`src/rtl/program_loader.sv`:
```
// program_loader: streams a framed program image into instruction memory
// and holds the fetch pipeline until the image is complete.
//
// Ports:
//   clk, reset        - clock; synchronous active-high reset
//   start             - one-cycle frame request, sampled only while idle
//   in_data/in_valid  - byte stream from the sender
//   in_ready          - loader takes a byte this cycle (decoded from state)
//   mem_write_enable  - one-cycle instruction memory write strobe
//   mem_address       - word-aligned byte address of the write
//   mem_write_data    - assembled 32-bit word, first byte in bits 31:24
//   cpu_hold          - high while a frame is being loaded
//   load_done         - one-cycle pulse at the end of every frame
//   load_error        - sticky result of the last frame
module program_loader #(
    parameter int ADDR_WIDTH = 8,
    parameter int MAX_WORDS  = 64
) (
    input  logic                  clk,
    input  logic                  reset,
    input  logic                  start,
    input  logic [7:0]            in_data,
    input  logic                  in_valid,
    output logic                  in_ready,
    output logic                  mem_write_enable,
    output logic [ADDR_WIDTH-1:0] mem_address,
    output logic [31:0]           mem_write_data,
    output logic                  cpu_hold,
    output logic                  load_done,
    output logic                  load_error
);

    localparam int IW = $clog2(MAX_WORDS + 1);
    localparam logic [8:0] MAX_N = 9'(MAX_WORDS);

    typedef enum logic [2:0] {
        IDLE,
        HEADER,
        DATA,
        WRITE,
        CHECK,
        DONE
    } state_t;

    state_t        state;
    logic [IW-1:0] n_words;
    logic [IW-1:0] word_idx;
    logic [1:0]    byte_cnt;
    logic [23:0]   word_lo;
    logic [7:0]    csum;

    // in_ready is only high in HEADER/DATA/CHECK, so in_valid inside
    // those states below is a completed transfer.
    assign in_ready = (state == HEADER) || (state == DATA) ||
                      (state == CHECK);

    always_ff @(posedge clk) begin
        if (reset) begin
            state            <= IDLE;
            n_words          <= '0;
            word_idx         <= '0;
            byte_cnt         <= '0;
            word_lo          <= '0;
            csum             <= '0;
            mem_write_enable <= 1'b0;
            mem_address      <= '0;
            mem_write_data   <= '0;
            cpu_hold         <= 1'b0;
            load_done        <= 1'b0;
            load_error       <= 1'b0;
        end else begin
            mem_write_enable <= 1'b0;
            load_done        <= 1'b0;
            unique case (state)
                IDLE: begin
                    if (start) begin
                        state      <= HEADER;
                        cpu_hold   <= 1'b1;
                        load_error <= 1'b0;
                        word_idx   <= '0;
                        byte_cnt   <= '0;
                        csum       <= '0;
                    end
                end
                HEADER: begin
                    if (in_valid) begin
                        if (in_data == 8'h00) begin
                            state <= CHECK;
                        end else if ({1'b0, in_data} > MAX_N) begin
                            load_error <= 1'b1;
                            load_done  <= 1'b1;
                            cpu_hold   <= 1'b0;
                            state      <= DONE;
                        end else begin
                            n_words <= IW'(in_data);
                            state   <= DATA;
                        end
                    end
                end
                DATA: begin
                    if (in_valid) begin
                        word_lo  <= {word_lo[15:0], in_data};
                        csum     <= csum ^ in_data;
                        byte_cnt <= byte_cnt + 2'd1;
                        // Register the write now so the strobe is
                        // visible for exactly the WRITE cycle.
                        if (byte_cnt == 2'd3) begin
                            state            <= WRITE;
                            mem_write_enable <= 1'b1;
                            mem_address      <= ADDR_WIDTH'({word_idx, 2'b00});
                            mem_write_data   <= {word_lo, in_data};
                        end
                    end
                end
                WRITE: begin
                    word_idx <= word_idx + 1'b1;
                    byte_cnt <= '0;
                    if (word_idx + 1'b1 == n_words) begin
                        state <= CHECK;
                    end else begin
                        state <= DATA;
                    end
                end
                CHECK: begin
                    if (in_valid) begin
                        load_error <= (in_data != csum);
                        load_done  <= 1'b1;
                        cpu_hold   <= 1'b0;
                        state      <= DONE;
                    end
                end
                DONE: begin
                    state <= IDLE;
                end
                default: begin
                    state <= IDLE;
                end
            endcase
        end
    end

endmodule

```
`config.mk`:
```
export PLATFORM = sky130hd
export DESIGN_NAME = program_loader
export DESIGN_NICKNAME = d
export VERILOG_FILES = /design/src/rtl/program_loader.sv
export SDC_FILE = /design/constraint.sdc
export NUM_CORES = 1
export LEC_CHECK = 0
export BUFFER_PORTS_ARGS = -buffer_cell sky130_fd_sc_hd__buf_2
export CAP_MARGIN = 0
export CORE_AREA = 5 5 121 123
export CTS_CLUSTER_DIAMETER = 80
export DETAILED_ROUTE_END_ITERATION = 8
export DIE_AREA = 0 0 126 128
export HOLD_SLACK_MARGIN = 0.06
export PLACE_DENSITY_LB_ADDON = 0.2
export SETUP_SLACK_MARGIN = 0.5
export SYNTH_ARGS = -nofsm -noshare
export SYNTH_HDL_FRONTEND = slang
export SYNTH_SLANG_ARGS = --single-unit
```
`constraint.sdc`:
```
create_clock -name clk -period 1.95 [get_ports clk]
set_input_delay 0.39 -clock clk [delete_from_list [all_inputs] [get_ports clk]]
set_output_delay 0.39 -clock clk [all_outputs]
set_load 0.01 [all_outputs]
```
==> impl.org, run 1 <==
** Logic synthesis
- Main synth FF type :: sky130_fd_sc_hd__dfxtp_1
- Biggest area contributors in the synthesized netlist :: sky130_fd_sc_hd__dfxtp_1 48%, sky130_fd_sc_hd__nand2_1 13%, sky130_fd_sc_hd__a21oi_1 10%
- Share of synthesized registers carrying an async set or reset :: 0%
- In this run, synthesis inferred 0 flip-flops with an integrated enable.
- In the post-synthesis netlist, the cell with the most instances is sky130_fd_sc_hd__nand2_1.
- Synthesis produced a netlist whose cell count is between 400 and 500.
- Distinct cell type count after synthesis :: 45
- Syn. warnings :: 0
- The commonest cells after synthesis are 133 x sky130_fd_sc_hd__nand2_1, 93 x sky130_fd_sc_hd__dfxtp_1, 82 x sky130_fd_sc_hd__a21oi_1.
- In this run the cell area of the synthesized design comes to ~0.004 mm^2.
- Mean Syn Cell Area :: 8.017 um^2
- Part of the Yosys area used for sequential elements :: 47.59%
- Cell taking the most area after synthesis :: sky130_fd_sc_hd__dfxtp_1
- Area share of the leading cell type in the synthesized netlist :: 47.59%
- Synthesis inferred 93 register bits.

** Global route
- Global routing used a little over an eighth of the available tracks.
- First-pass GRT wire length :: roughly 17000 um
- Maximum number of pins on one net before global-route repair :: 63
- Number of antenna violations at the first check in global routing :: 0
- Number of global-route vias before repair :: 3298
- Global routing finished with a remaining overflow of 0.

** Place
- Routability congestion estimate :: 0.8213
- The number of placed instances, taps included, is between 700 and 800.
- Buffers added on ports :: 54
- The HPWL after detailed placement is 6944 um.
- Summing all placed instances gives a cell area of 0.004438 mm^2.
- Before CTS, the worst setup slack after placement is 0.1396 ns.

** STA
- Setup violations remaining at the end of the flow were counted as 0.
- Tmin final :: between 1.5 and 2 ns
- Peak clock frequency supported by timing :: 610.1 MHz
- For the final database, setup skew stands at 0.01150 ns.
- Hold violation count in the final report :: 0
- Fraction of the cycle the final worst path needs :: 84.06%
- The number of slew-limit violations in the final report is 0.
- Setup TNS :: 0 ns
- Setup slack of the critical path after layout :: 0.3108 ns
- Setup repair after global routing could not meet its margin everywhere.

** Floorplan
- The die is approximately 130 um wide.
- Row generation in the floorplan step produced 43 rows.
- DIE AREA :: 0.01613 mm^2
- Initial standard-cell utilization of the core :: 28.86%
- 57 I/O pins were placed.
- Total core area :: 0.01356 mm^2
- The die is 128 um tall.

** Finish
- Antenna cell count :: 0
- At the end of the flow, the number of nets in the layout was 575.
- Final standard cell count with taps included and fillers excluded :: approximately 750
- Fill cells in the final layout number 1433.
- In the final layout, the multi-input gates occupy approximately 0.0021 mm^2.
- Ratio of cells with drive above 1 in the final layout :: 27.92%
- The area growth from synthesis to layout is 31.05%.
- Summing all non-filler instances in the final layout gives an area of 0.005127 mm^2.
- Sequential Area :: 0.001881 mm^2

** Clock tree
- In this run the clock root is driven by a sky130_fd_sc_hd__clkbuf_16.
- Buffers inserted during clock tree synthesis total 9.
- Clock Sinks :: 93
- Clock transition at path regs :: 0.07 ns
- CTS built an H-tree with a depth of 3.
- Clock tree from TritonCTS :: built
- Number of buffers inserted by hold repair at cts :: 0
- The clock passes through at most 2 buffers.
- The later pin in the worst-skew pair is clocked with a latency of between 0.3 and 0.4 ns.

** Route
- Router iterations before antenna repair :: 4
- For this block, the initial DRC count from the detailed router was 281.
- For this block, the via count after detailed routing is 3438.
- After detailed routing, the average wire length per cell comes to about 14 um.
- After detailed routing, the number of vias per cell comes to 4.609.
- Post-detailed-routing wire length :: 10730 um
- DRC violation count after routing :: 0
- The count of nets left with antenna violations once routing finished came out at 0.

** Worst setup path
- Data arrives at the worst endpoint at around 1.3 ns.
- Req. time, crit path :: between 1.5 and 2 ns
- STA classifies the critical path startpoint as a flip-flop.
- Critical Path Sink Type :: output port
- Type of the worst setup path :: reg -> out
- Critical path peak fanout :: 6

** Power and ir drop
- Summing internal, switching and leakage power gives 0.004126 W.
- In this run the static leakage power is 2.017 nW.
- IR drop worst, VDD :: 0.3543 mV
- Power per cell area :: 804.7 mW/mm^2

** Run
- Max-cap violations in this run came to 0.

** Status
- Outcome :: finished, final reports clean

** Hold path
- The min-delay analysis places its worst path in the category in -> reg.
power breakdown:
group          total [W]  switching (W)  internal [W]  leakage, nW
sequential       0.00194      0.0000223       0.00192        0.754
clock            0.00173       0.000806      0.000921        0.138
combinational   0.000456       0.000248      0.000208         1.13
total            0.00413        0.00108       0.00305         2.02
layout by cell type (no fill, tap or decap), types with 3 or more instances in the layout:
cell                          n
sky130_fd_sc_hd__a21o_1       4
sky130_fd_sc_hd__a21oi_1     81
sky130_fd_sc_hd__and2_1       3
sky130_fd_sc_hd__buf_12       4
sky130_fd_sc_hd__buf_2       52
sky130_fd_sc_hd__buf_4       27
sky130_fd_sc_hd__buf_6        9
sky130_fd_sc_hd__clkbuf_16    9
sky130_fd_sc_hd__dfxtp_1     86
sky130_fd_sc_hd__dfxtp_2      3
sky130_fd_sc_hd__dfxtp_4      4
sky130_fd_sc_hd__mux2i_1      7
sky130_fd_sc_hd__nand2_1    130
sky130_fd_sc_hd__nand3_1      3
sky130_fd_sc_hd__nand3b_1     3
sky130_fd_sc_hd__nor2_1      31
sky130_fd_sc_hd__nor2b_1      4
sky130_fd_sc_hd__nor3_1       5
sky130_fd_sc_hd__nor3_2       3
sky130_fd_sc_hd__o21ai_0     13
sky130_fd_sc_hd__or2_2        7
sky130_fd_sc_hd__xnor2_1      4
sky130_fd_sc_hd__xor2_1      12
worst max-delay path, stage by stage, from the launching register on:
cell	delay [ns]
sky130_fd_sc_hd__dfxtp_4	0.37
sky130_fd_sc_hd__buf_6	0.13
sky130_fd_sc_hd__nor2_4	0.11
sky130_fd_sc_hd__nand2_2	0.07
sky130_fd_sc_hd__o21ai_1	0.07
sky130_fd_sc_hd__buf_2	0.14
metal layers:
| layer | up-vias | GRT usage [%] | part of all wire, % |
|---|---|---|---|
| met5 | - | 0 | 0 |
| met3 | 20 | 2.667 | 4.1 |
| li1 | 1777 | - | - |
| met4 | 0 | 6.120 | 2.5 |
| met2 | 67 | 19.62 | 43 |
| met1 | 1574 | 18.48 | 50 |
cell families after synthesis:
group / after synthesis / share of synthesized area (%)
AO/OA/AOI/OAI: 118 / 17.21
XOR/XNOR: 18 / 4.029
multiplexers: 8 / 2.079
other: 1 / 0.09585
AND/OR/NAND/NOR: 214 / 24.08
flip-flops: 93 / 47.59
adder cells (fa/ha/maj): 2 / 0.6395
buffers and inverters: 34 / 4.285
flip-flops by register name (all words and copies together), names as in the netlist:
register / cells
byte_cnt: 2
csum: 8
load_done: 1
mem_write_data: 32
n_words: 7
load_error: 1
mem_write_enable: 1
state: 3
word_idx: 7
mem_address: 6
cpu_hold: 1
word_lo: 24
area by class of cell:
class                      count  share of cell area [%]
timing repair buffer          92                   12.57
clock inverter                 6                   1.025
sequential                    93                   36.68
clock buffer                  10                   4.661
multi-input combinational    363                   40.53
inverter                       2                  0.1464
tap                          180                   4.392
per-stage QoR:
step | utilization (%) | hold WS (ns)
after CTS | 36.34 | 0.3440
after global placement | 32.73 | 0.4421
final | 37.82 | 0.3055
after global routing | 37.82 | 0.3076
after floorplan | - | 0.4321
after detailed placement | 32.73 | 0.4431
timing repair:
item / 4_1_cts / 5_1_grt
pin swaps: 6 / 11
setup buffers: 11 / 12
cloned: 1 / 0
gates resized for setup: 28 / 26
setup endpoints to repair: 43 / 64
worst paths after layout:
kind / from / endpoint / slack (ns) / cells after the start
max: state[1] / in_ready / 0.31 / 5
min: in_data[4] / mem_write_data[4] / 0.31 / 3
max reg2reg: word_idx[0] / state[2] / 0.35 / 6
min reg2reg: mem_address[3] / mem_address[3] / 0.45 / 2
No activity file was read; power rests on OpenSTA's default activity.
==> inputs of run 2 (changes only) <==
Settings changed: ABC_AREA set to 1, CORE_AREA 5 5 121 123 to 5 5 119 121, DIE_AREA 0 0 126 128 to 0 0 124 126.
Clock period 1.95 ns to 1.5 ns, I/O delays scaled along.
==> impl.org, run 2 <==
** Place
- Detailed-placement wirelength estimate :: 7298 um
- Buffers added on ports :: 54
- Routability congestion estimate :: 0.7990

** Floorplan
- Cell Rows :: 42
- From left edge to right edge, the die measures 124 um.
- From bottom edge to top edge, the die measures 126 um.
- I/O pin count :: 57
- For this configuration, the core starts out at a cell density of 29.45%.
- After floorplanning, the core was sized to cover approximately 0.013 mm^2.
- DIE AREA :: 0.01562 mm^2

** Route
- The routed layout has 3510 vias.
- Drt initial violations :: 163
- The pre-antenna-repair detailed-routing pass consisted of 4 iterations.
- Using the TritonRoute via totals, the vias-per-cell ratio works out to 4.612.
- Average wire length per cell after detail routing :: approximately 14 um
- DRC violation count after routing :: 0
- Post-detailed-routing wire length :: about 11000 um
- Number of antenna-violating nets in the routed design :: 0

** Worst setup path
- Most frequent CP cell :: sky130_fd_sc_hd__nor2_8
- The critical path in this run is classified as reg -> reg.
- Critical path, cell by cell :: nor3_4 > inv_4 > buf_12 > nor2_8 > inv_6 > nor2_8 > inv_6 > nor2_8 > inv_8 > o21ai_1
- Critical path arrival :: 1.87 ns
- In this run the worst path has a maximum fanout of 22.
- The number of buffers and inverters on the critical path is 5.
- Req. time, crit path :: 1.77 ns
- Slowest cell on the critical path :: sky130_fd_sc_hd__dfxtp_4
- CP peak stage delay :: 0.37 ns
- The kind of cell with the highest combined delay along the critical path is simple AND/OR/NAND/NOR gates.
- Critical path startpoint category :: flip-flop
- R2R Setup Slk :: -0.1 ns
- Critical Path Sink Type :: flip-flop

** Logic synthesis
- In the post-synthesis netlist, the biggest area contributors are sky130_fd_sc_hd__dfxtp_1 49%, sky130_fd_sc_hd__o21ai_0 8.0%, sky130_fd_sc_hd__a21oi_1 7.6%.
- Summing every instance area after synthesis gives 0.003822 mm^2.
- Distinct cell type count after synthesis :: 30
- Area share of the leading cell type in the synthesized netlist :: 48.71%
- Sequential cells were found to cover between 40 and 50% of the synthesized design area.
- Synthesis produced 481 cells.
- Syn. warnings :: 0
- Mean Syn Cell Area :: 7.947 um^2
- Post-synthesis sequential element count :: 93
- Main synth FF type :: sky130_fd_sc_hd__dfxtp_1
- The synthesized design spends more area on one cell type than any other, namely sky130_fd_sc_hd__dfxtp_1.
- Most used standard cell by instance count after synthesis :: sky130_fd_sc_hd__dfxtp_1
- In the synthesized netlist, the cells that appear most often are 93 x sky130_fd_sc_hd__dfxtp_1, 67 x sky130_fd_sc_hd__nand2_1, 61 x sky130_fd_sc_hd__o21ai_0.
- Number of synthesized flops with an enable pin :: 0
- In the synthesized netlist the async set-or-reset flop fraction comes to 0%.

** STA
- The final critical path takes up 106.7% of the cycle.
- The number of slew-limit violations in the final report was 0.
- Static timing analysis puts the maximum clock frequency at 625.1 MHz.
- Setup repair after global routing could not meet its margin everywhere.
- Worst Skew :: 0.008683 ns
- In the final timing run, aggregate negative setup slack is -3.124 ns.
- Setup violations remaining at the end of the flow were counted as a little over 60.
- Hold violation count in the final report :: 0
- After layout, the minimum clock period comes to 1.600 ns.
- Across all setup checks in the final design, the least slack found is -0.09979 ns.

** Run
- Count of maximum capacitance violations :: 0

** Finish
- Leaving out fill and tap cells, the most frequent cells in the layout are 52 x sky130_fd_sc_hd__nand2_1, 47 x sky130_fd_sc_hd__a21oi_1, 47 x sky130_fd_sc_hd__buf_6.
- The area growth from synthesis to layout is 51.36%.
- Sequential Area :: 0.001933 mm^2
- In the final layout, the share of cells above drive strength 1 is between 40% and 50%.
- Counting flops per register, the top entry is mem_write_data.
- At the end of the flow the core is filled with cells to 44.57%.
- Number of nets in the layout :: 594
- Antenna cell count :: 0
- Max FFs per register :: 32
- Area used by multi-input combinational logic :: 0.001928 mm^2
- Top flop regs :: mem_write_data x32, word_lo x24, csum x8
- Leaving out fill and tap cells, the most frequent cell in the layout is sky130_fd_sc_hd__nand2_1.
- Fill cells in the final layout number 1291.

** Global route
- Across every metal layer, demand over resource in global routing totals roughly 14%.
- First-pass GRT wire length :: 17280 um
- The number of global-route vias before repair came to 3465.
- Number of antenna violations at the first check in global routing :: 0
- Maximum number of pins on one net before global-route repair :: 33
- Total congestion overflow after global routing :: 0

** Clock tree
- No sink is reached through more buffers than the 2 on the longest clock path.
- Number of buffers inserted by hold repair at cts :: 0
- Number of buffers added by the clock tree synthesis step :: 9
- At the later pin of the worst-skew pair, clock insertion delay measures 0.35 ns.
- Clock Sinks :: 93
- Clock transition at path regs :: 0.06 ns
- The cell sitting at the root of the clock tree is a sky130_fd_sc_hd__clkbuf_16.
- In this run the number of H-tree levels came out at 3.
- TritonCTS built the clock tree.

** Status
- Outcome :: finished with violations
- The checks that failed: setup timing.

** Hold path
- The tightest min-delay check is of the in -> reg type.

** Power and ir drop
- The worst-case IR drop observed on VDD is 0.7309 mV.
- P_leak :: 2.405 nW
- In this run the power density over the cells is about 1200 mW/mm^2.
==> run 2: changes by cell type after synthesis, sizes merged, moves of 7 or more <==
cell / previous run / this run
or2: 7 / 0
nor3: 8 / 1
nand2: 133 / 67
mux2i: 7 / 0
inv: 2 / 53
nand3: 5 / 38
o21ai: 16 / 81
a21oi: 82 / 58
==> run 2: cells by family (layout without fill, tap and decap cells) <==
| group | after synthesis | after routing | synth area share, % |
|---|---|---|---|
| AO/OA/AOI/OAI | 145 | 145 | 21.37 |
| XOR/XNOR | 12 | 12 | 2.750 |
| adder cells (fa/ha/maj) | 2 | 2 | 0.6546 |
| buffers and inverters | 79 | 182 | 8.543 |
| flip-flops | 93 | 93 | 48.71 |
| other | 1 | 2 | 0.09811 |
| AND/OR/NAND/NOR | 149 | 149 | 17.87 |
==> run 2: area by class of cell <==
cell class | count | area share (%)
Sequential cell | 93 | 33.41
Multi-Input combinational cell | 310 | 33.33
Inverter | 54 | 4.455
Timing Repair Buffer | 112 | 19.83
Clock inverter | 7 | 1.276
Clock buffer | 9 | 3.893
Tap cell | 176 | 3.806
==> run 2: timing repair <==
item                                    in CTS  in global routing
gates resized for setup                    102                 88
endpoints found under the hold margin        0                  0
endpoints found under the setup margin     136                136
gates cloned                                 1                  2
pin swaps                                    7                 11
buffers inserted                             8                  7
==> run 2: final timing paths <==
check	startpoint	endpoint	cells after the start
min reg2reg	cpu_hold	cpu_hold	2
max	state[2]	mem_write_data[0]	10
max reg2reg	state[2]	mem_write_data[0]	10
min	in_data[1]	mem_write_data[1]	3
==> run 2: per-stage QoR <==
| step | setup WS [ns] | power (W) | std cells | hold WS (ns) | area [um^2] |
|---|---|---|---|---|---|
| 6_report | -0.09979 | 0.007034 | 761 | 0.2205 | 5786 |
| 5_1_grt | -0.1863 | 0.007416 | 761 | 0.2240 | 5786 |
| 4_1_cts | -0.1452 | 0.006671 | 752 | 0.2252 | 5383 |
| 3_5_place_dp | -0.01601 | 0.004102 | 727 | 0.4584 | 4656 |
| 3_3_place_gp | -0.01317 | 0.004079 | 727 | 0.4546 | 4656 |
| 2_1_floorplan | -0.09621 | 0.003642 | 482 | 0.4031 | 4001 |
==> run 2: tightest hold or removal path, cell delays in order <==
cell and delay, ns:
sky130_fd_sc_hd__buf_2 0.11, sky130_fd_sc_hd__inv_2 0.05, sky130_fd_sc_hd__o21ai_1 0.06
==> run 2: metal layers <==
layer  vias up  track usage [%]  wire (um)
met5         -                0          0
met4         0            3.608        123
met3        11            3.543        522
met2        69            23.67       5446
met1      1633            17.55       4502
li1       1797                -          -
==> run 2: power breakdown <==
| group | internal [W] | switching, W |
|---|---|---|
| sequential | 0.00268 | 0.000160 |
| combinational | 0.000905 | 0.000983 |
| clock | 0.00130 | 0.00101 |
| total | 0.00488 | 0.00215 |
